===== src/rtl/apb_slave_regfile_completer_pkg.sv =====
// Shared APB definitions: FSM state, default bus widths, ID register constants
// and transfer direction encodings common to the bridge and its completers.
package apb_pkg;

  typedef enum logic {
    IDLE   = 1'b0,
    ACCESS = 1'b1
  } apb_state_e;

  localparam int APB_ADDR_W = 8;
  localparam int APB_DATA_W = 8;

  localparam logic [APB_ADDR_W-1:0] APB_ID_ADDR  = 8'h0F;
  localparam logic [APB_DATA_W-1:0] APB_ID_VALUE = 8'hA5;

  localparam logic READ  = 1'b0;
  localparam logic WRITE = 1'b1;

endpackage


===== src/rtl/apb_slave_regfile_completer_if.sv =====
// APB requester/completer bus bundle; master drives the transfer, slave answers.
interface apb_if #(
  parameter int ADDR_W = 8,
  parameter int DATA_W = 8
);
  logic              PSEL;
  logic              PENABLE;
  logic              PWRITE;
  logic [ADDR_W-1:0] PADDR;
  logic [DATA_W-1:0] PWDATA;
  logic [DATA_W-1:0] PRDATA;
  logic              PREADY;
  logic              PSLVERR;

  modport master (
    output PSEL, PENABLE, PWRITE, PADDR, PWDATA,
    input  PRDATA, PREADY, PSLVERR
  );

  modport slave (
    input  PSEL, PENABLE, PWRITE, PADDR, PWDATA,
    output PRDATA, PREADY, PSLVERR
  );
endinterface


===== src/rtl/apb_slave_regfile_completer_regfile.sv =====
// DEPTH x DATA_W register storage: one synchronous write port, one
// combinational read port, every entry cleared by the asynchronous reset.
module apb_regfile #(
  parameter int DEPTH  = 16,
  parameter int DATA_W = 8,
  parameter int AW     = $clog2(DEPTH)
) (
  input  logic              PCLK,
  input  logic              RESET,
  input  logic              we,
  input  logic [AW-1:0]     waddr,
  input  logic [DATA_W-1:0] wdata,
  input  logic [AW-1:0]     raddr,
  output logic [DATA_W-1:0] rdata
);

  logic [DATA_W-1:0] mem [DEPTH];

  for (genvar i = 0; i < DEPTH; i++) begin : g_reg
    always_ff @(posedge PCLK or posedge RESET) begin
      if (RESET)                          mem[i] <= '0;
      else if (we && (waddr == AW'(i)))   mem[i] <= wdata;
    end
  end

  assign rdata = mem[raddr];

endmodule


===== src/rtl/apb_slave_regfile_completer.sv =====
// APB completer fronting a small register file: setup/access FSM with
// programmable wait states, address decode, read-only ID register and PSLVERR.
module apb_slave_regfile_completer
  import apb_pkg::*;
#(
  parameter int                ADDR_W   = APB_ADDR_W,
  parameter int                DATA_W   = APB_DATA_W,
  parameter int                DEPTH    = 16,
  parameter logic [ADDR_W-1:0] ID_ADDR  = APB_ID_ADDR,
  parameter logic [DATA_W-1:0] ID_VALUE = APB_ID_VALUE
) (
  input  logic       PCLK,
  input  logic       RESET,
  input  logic [1:0] wait_cfg,
  apb_if.slave       bus
);

  localparam int                AW        = $clog2(DEPTH);
  localparam logic [ADDR_W:0]   DEPTH_LIM = (ADDR_W + 1)'(DEPTH);

  apb_state_e        state_q, state_d;
  logic [1:0]        cnt_q, cnt_d;
  logic [ADDR_W-1:0] addr_q, addr_d;
  logic [DATA_W-1:0] wdata_q, wdata_d;
  logic              dir_q, dir_d;

  logic              addr_ok;
  logic              is_id;
  logic              pready;
  logic              rf_we;
  logic [DATA_W-1:0] rf_rdata;

  // Decode always works on the latched address; the live bus is ignored in ACCESS.
  assign addr_ok = ({1'b0, addr_q} < DEPTH_LIM);
  assign is_id   = (addr_q == ID_ADDR);
  assign pready  = (state_q == ACCESS) && (cnt_q == 2'd0);

  always_ff @(posedge PCLK or posedge RESET) begin
    if (RESET) begin
      state_q <= IDLE;
      cnt_q   <= '0;
      addr_q  <= '0;
      wdata_q <= '0;
      dir_q   <= READ;
    end else begin
      state_q <= state_d;
      cnt_q   <= cnt_d;
      addr_q  <= addr_d;
      wdata_q <= wdata_d;
      dir_q   <= dir_d;
    end
  end

  always_comb begin
    state_d = state_q;
    cnt_d   = cnt_q;
    addr_d  = addr_q;
    wdata_d = wdata_q;
    dir_d   = dir_q;
    rf_we   = 1'b0;
    unique case (state_q)
      IDLE: begin
        // PSEL with PENABLE already high is not a legal setup phase; drop it.
        if (bus.PSEL && !bus.PENABLE) begin
          addr_d  = bus.PADDR;
          wdata_d = bus.PWDATA;
          dir_d   = bus.PWRITE;
          cnt_d   = wait_cfg;
          state_d = ACCESS;
        end
      end
      ACCESS: begin
        if (!bus.PSEL) begin
          state_d = IDLE;
        end else if (cnt_q != 2'd0) begin
          cnt_d = cnt_q - 2'd1;
        end else if (bus.PENABLE) begin
          state_d = IDLE;
          rf_we   = (dir_q == WRITE) && addr_ok && !is_id;
        end
      end
      default: state_d = IDLE;
    endcase
  end

  apb_regfile #(
    .DEPTH  (DEPTH),
    .DATA_W (DATA_W),
    .AW     (AW)
  ) u_regfile (
    .PCLK  (PCLK),
    .RESET (RESET),
    .we    (rf_we),
    .waddr (addr_q[AW-1:0]),
    .wdata (wdata_q),
    .raddr (addr_q[AW-1:0]),
    .rdata (rf_rdata)
  );

  always_comb begin
    bus.PREADY  = pready;
    bus.PSLVERR = pready && !addr_ok;
    bus.PRDATA  = '0;
    if (pready && (dir_q == READ) && addr_ok)
      bus.PRDATA = is_id ? ID_VALUE : rf_rdata;
  end

endmodule


===== src/flat_wrapper.sv =====
// flat-port wrapper written by rule: the top's interface ports become plain ports
module apb_slave_regfile_completer_flat import apb_pkg::*;
#(
  parameter int                ADDR_W   = APB_ADDR_W,
  parameter int                DATA_W   = APB_DATA_W,
  parameter int                DEPTH    = 16,
  parameter logic [ADDR_W-1:0] ID_ADDR  = APB_ID_ADDR,
  parameter logic [DATA_W-1:0] ID_VALUE = APB_ID_VALUE
)
  (PCLK, RESET, wait_cfg, bus_PSEL, bus_PENABLE, bus_PWRITE, bus_PADDR, bus_PWDATA, bus_PRDATA, bus_PREADY, bus_PSLVERR);
  apb_if #(.ADDR_W(ADDR_W), .DATA_W(DATA_W)) bus_i ();
  input  logic PCLK;
  input  logic RESET;
  input  logic [1:0] wait_cfg;
  input wire logic [$bits(bus_i.PSEL)-1:0] bus_PSEL;
  input wire logic [$bits(bus_i.PENABLE)-1:0] bus_PENABLE;
  input wire logic [$bits(bus_i.PWRITE)-1:0] bus_PWRITE;
  input wire logic [$bits(bus_i.PADDR)-1:0] bus_PADDR;
  input wire logic [$bits(bus_i.PWDATA)-1:0] bus_PWDATA;
  output wire logic [$bits(bus_i.PRDATA)-1:0] bus_PRDATA;
  output wire logic [$bits(bus_i.PREADY)-1:0] bus_PREADY;
  output wire logic [$bits(bus_i.PSLVERR)-1:0] bus_PSLVERR;
  assign bus_i.PSEL = bus_PSEL;
  assign bus_i.PENABLE = bus_PENABLE;
  assign bus_i.PWRITE = bus_PWRITE;
  assign bus_i.PADDR = bus_PADDR;
  assign bus_i.PWDATA = bus_PWDATA;
  assign bus_PRDATA = bus_i.PRDATA;
  assign bus_PREADY = bus_i.PREADY;
  assign bus_PSLVERR = bus_i.PSLVERR;
  apb_slave_regfile_completer #(.ADDR_W(ADDR_W), .DATA_W(DATA_W), .DEPTH(DEPTH), .ID_ADDR(ID_ADDR), .ID_VALUE(ID_VALUE)) u_core (.PCLK(PCLK), .RESET(RESET), .wait_cfg(wait_cfg), .bus(bus_i));
endmodule

===== config.mk =====
export PLATFORM = sky130hd
export DESIGN_NAME = apb_slave_regfile_completer_flat
export DESIGN_NICKNAME = d
export VERILOG_FILES = /design/src/rtl/apb_slave_regfile_completer_pkg.sv /design/src/rtl/apb_slave_regfile_completer_if.sv /design/src/rtl/apb_slave_regfile_completer_regfile.sv /design/src/rtl/apb_slave_regfile_completer.sv /design/src/flat_wrapper.sv
export SDC_FILE = /design/constraint.sdc
export NUM_CORES = 1
export LEC_CHECK = 0
export CAP_MARGIN = 0
export CELL_PAD_IN_SITES_DETAIL_PLACEMENT = 0
export CELL_PAD_IN_SITES_GLOBAL_PLACEMENT = 2
export CORE_MARGIN = 4
export CORE_UTILIZATION = 30
export CTS_CLUSTER_DIAMETER = 80
export DETAILED_ROUTE_END_ITERATION = 8
export PLACE_DENSITY_LB_ADDON = 0.1
export SLEW_MARGIN = 20
export SYNTH_ARGS = -nofsm -noshare
export SYNTH_HDL_FRONTEND = slang
export SYNTH_SLANG_ARGS = --single-unit
export TNS_END_PERCENT = 20

===== constraint.sdc =====
create_clock -name PCLK -period 7.2 [get_ports PCLK]
set_input_delay 2.16 -clock PCLK [delete_from_list [all_inputs] [get_ports PCLK]]
set_output_delay 2.16 -clock PCLK [all_outputs]
set_load 0.02 [all_outputs]

==> out/metrics.csv <==
metric,value,unit
status,finished clean,
yosys.area.top_type,dfrtp_1,
cts_tree,built,
fillers,2114,
whs_path_depth,0,
worst-path-buf-inv,1,
io-pin-count,33,
async_flop_share,100,%
worstPathMaxFanout,7,
antenna_found_initial,0,
finalClockSkew,0.0112,ns
final_util,36.1,%
vias,3746,
cts_buffers,17,
synth.distinct_cells,33,
critPathCaptureType,primary output,
ant_nets,0,
clock_path_buffers,2,
r2r_start,u_core.addr_q[4],
synth_cells,435,
grt_max_degree,100,
worst_pin_slew,0.930,ns
power_density,268,nW/um^2
fp.dieW,157,um
synth_common_cells,"dfrtp_1, mux2_2, mux4_2",
peakVddDrop,0.139,mV
ys_warn_count,0,
fmax,183,MHz
core_area,21800,um^2
whs,0.373,ns
die_y,157,um
first_pass_iters,4,
multiInputGateArea,2770,um^2
worstHoldPathType,flip-flop to flip-flop,
cap_viol_max_count,0,
fp-row-count,54,
critical_path.cell_chain,"or4_1, or3_1, o21bai_1, a21oi_1, clkdlybuf4s50_1",
postCtsSetupRepairBufs,0,
finalSetupViolCount,0,
crit_slowest_cell,or4_1,
num_antenna_cells,0,
nets,481,
path_clk_slew,0.06,ns
gp_congestion,0.713,
syn_to_final_growth,18.7,%
ys_ff_latch,148,
crit_required,5.04,ns
critical_path.max_stage_delay,0.70,ns
syn-num-nets,459,
holdCritStartpoint,u_core.u_regfile.mem[7],
crit_type,flip-flop to primary output,
syn_avg_cell_area,15.3,um^2
grt-ovfl-total,0,
drtIter0Drc,219,
regArea,3710,um^2
drcViolationCount,0,
stdcell_count,750,
synth_seq_area_share,55.8,%
place_hpwl,10.3,mm
syn_area,6640,um^2
cts_root_buf,clkbuf_16,
synth_area_leaders,"dfrtp_1, mux2_2, mux4_2, clkbuf_1, a211oi_1",
drt_wl_total,16.9,mm
cts.sink_count,148,
synth_top_area_share,55.8,%
worst_path_dominant_cell_family,simple AND/OR/NAND/NOR gates,
r2r_slack,4.27,ns
synth_ff_type,dfrtp_1,
min_to,u_core.u_regfile.mem[7],
ctsHtreeMaxLevel,4,
finalCritPeriodShare,76.0,%
start_kind,flip-flop,
r2r_cells,5,
yosysMostFrequentCell,dfrtp_1,
cts_resized,0,
viasPerCell,4.99,
worstPathArrival,3.31,ns
grt_pass1_vias,4098,
track_usage,14.7,%
fin_tns_setup,0,ns
maxSlewViolCount,0,
grt_pass1_wl,26.2,mm
maxSlewHeadroom,38.0,%
cts_hold_buf,0,
synth_edf_count,0,
hold_viol_final,0,
initial_core_util,30.4,%
r2r_end,u_core.u_regfile.mem[94],
port-buffer-count,32,
clock_latency,0.42,ns
rsz0062_at_grt,false,
cp.depth,5,
die-area,24600,um^2
fin_crit,5.47,ns
routedWlPerCell,22.5,um
dp_cells,718,
drive_above_1_share,44.9,%
leakagePower,3.64,nW
[registers in the layout, indices dropped and copies added (netlist names)]
name	count
u_core.dir_q	1
u_core.wdata_q	8
u_core.state_q	1
u_core.addr_q	8
u_core.u_regfile.mem	128
u_core.cnt_q	2
[cells by family after synthesis]
logic type	count (synthesis)	synth area share, %
compound gates	26	2.71
fa+ha+maj	1	0.188
buf+inv	41	2.56
flops	148	55.8
mux	174	34.8
simple gates	45	3.96
[worst max path at each step]
stage	slack, ns	end	startpoint
2_1_floorplan	1.06	u_core.addr_q[0]	RESET
3_3_place_gp	2.14	bus_PRDATA[6]	u_core.addr_q[4]
5_1_grt	1.55	bus_PRDATA[6]	u_core.addr_q[4]
4_1_cts	1.65	bus_PRDATA[6]	u_core.addr_q[4]
6_report	1.73	bus_PRDATA[6]	u_core.addr_q[4]
3_5_place_dp	2.13	bus_PRDATA[6]	u_core.addr_q[4]
[per-layer routing]
layer | track usage [%] | wire [um]
met3 | 3.51 | 814
met5 | 0 | 0
met1 | 21.7 | 8280
met4 | 4.92 | 376
met2 | 21.1 | 7420
[area by class of cell]
cell class | count | area share, %
clock buffers | 18 | 5.44
clock inverters | 14 | 2.87
inverters | 5 | 0.302
flip-flops and latches | 148 | 47.0
well taps | 280 | 4.44
repair buffers | 39 | 4.73
multi-input cells | 246 | 35.2
[worst reg2reg max path: cells and delay by family, from the launching register on]
kind | cells | cell delay (ns)
buffers and inverters | 1 | 0.28
muxes | 1 | 0.35
DFF | 1 | 0.37
and+or+nand+nor | 3 | 1.82
[report_power, final]
group | switching [mW] | total [mW] | internal, mW
Clock | 0.371 | 0.993 | 0.621
Sequential | 0.0782 | 0.937 | 0.859
Combinational | 0.0967 | 0.181 | 0.0842
Total | 0.546 | 2.11 | 1.56
[cell usage in the layout (no fill, tap or decap), drive strengths merged, types with 7 or more instances in the layout]
cell           instances
dfrtp                148
mux2                 137
clkbuf                18
a211oi                 8
inv                    8
mux4                  32
buf                    7
nor2b                  9
nand2                 14
a22oi                  8
clkdlybuf4s50         32
[through the flow]
| stage | power, mW | setup WS [ns] | area [um^2] |
|---|---|---|---|
| 2_1_floorplan | 1.06 | 1.06 | 6640 |
| 3_3_place_gp | 1.14 | 2.14 | 7230 |
| 3_5_place_dp | 1.14 | 2.13 | 7230 |
| 4_1_cts | 2.15 | 1.65 | 7880 |
| 5_1_grt | 2.21 | 1.55 | 7880 |
| 6_report | 2.11 | 1.73 | 7880 |
No activity file was read; power rests on OpenSTA's default activity.
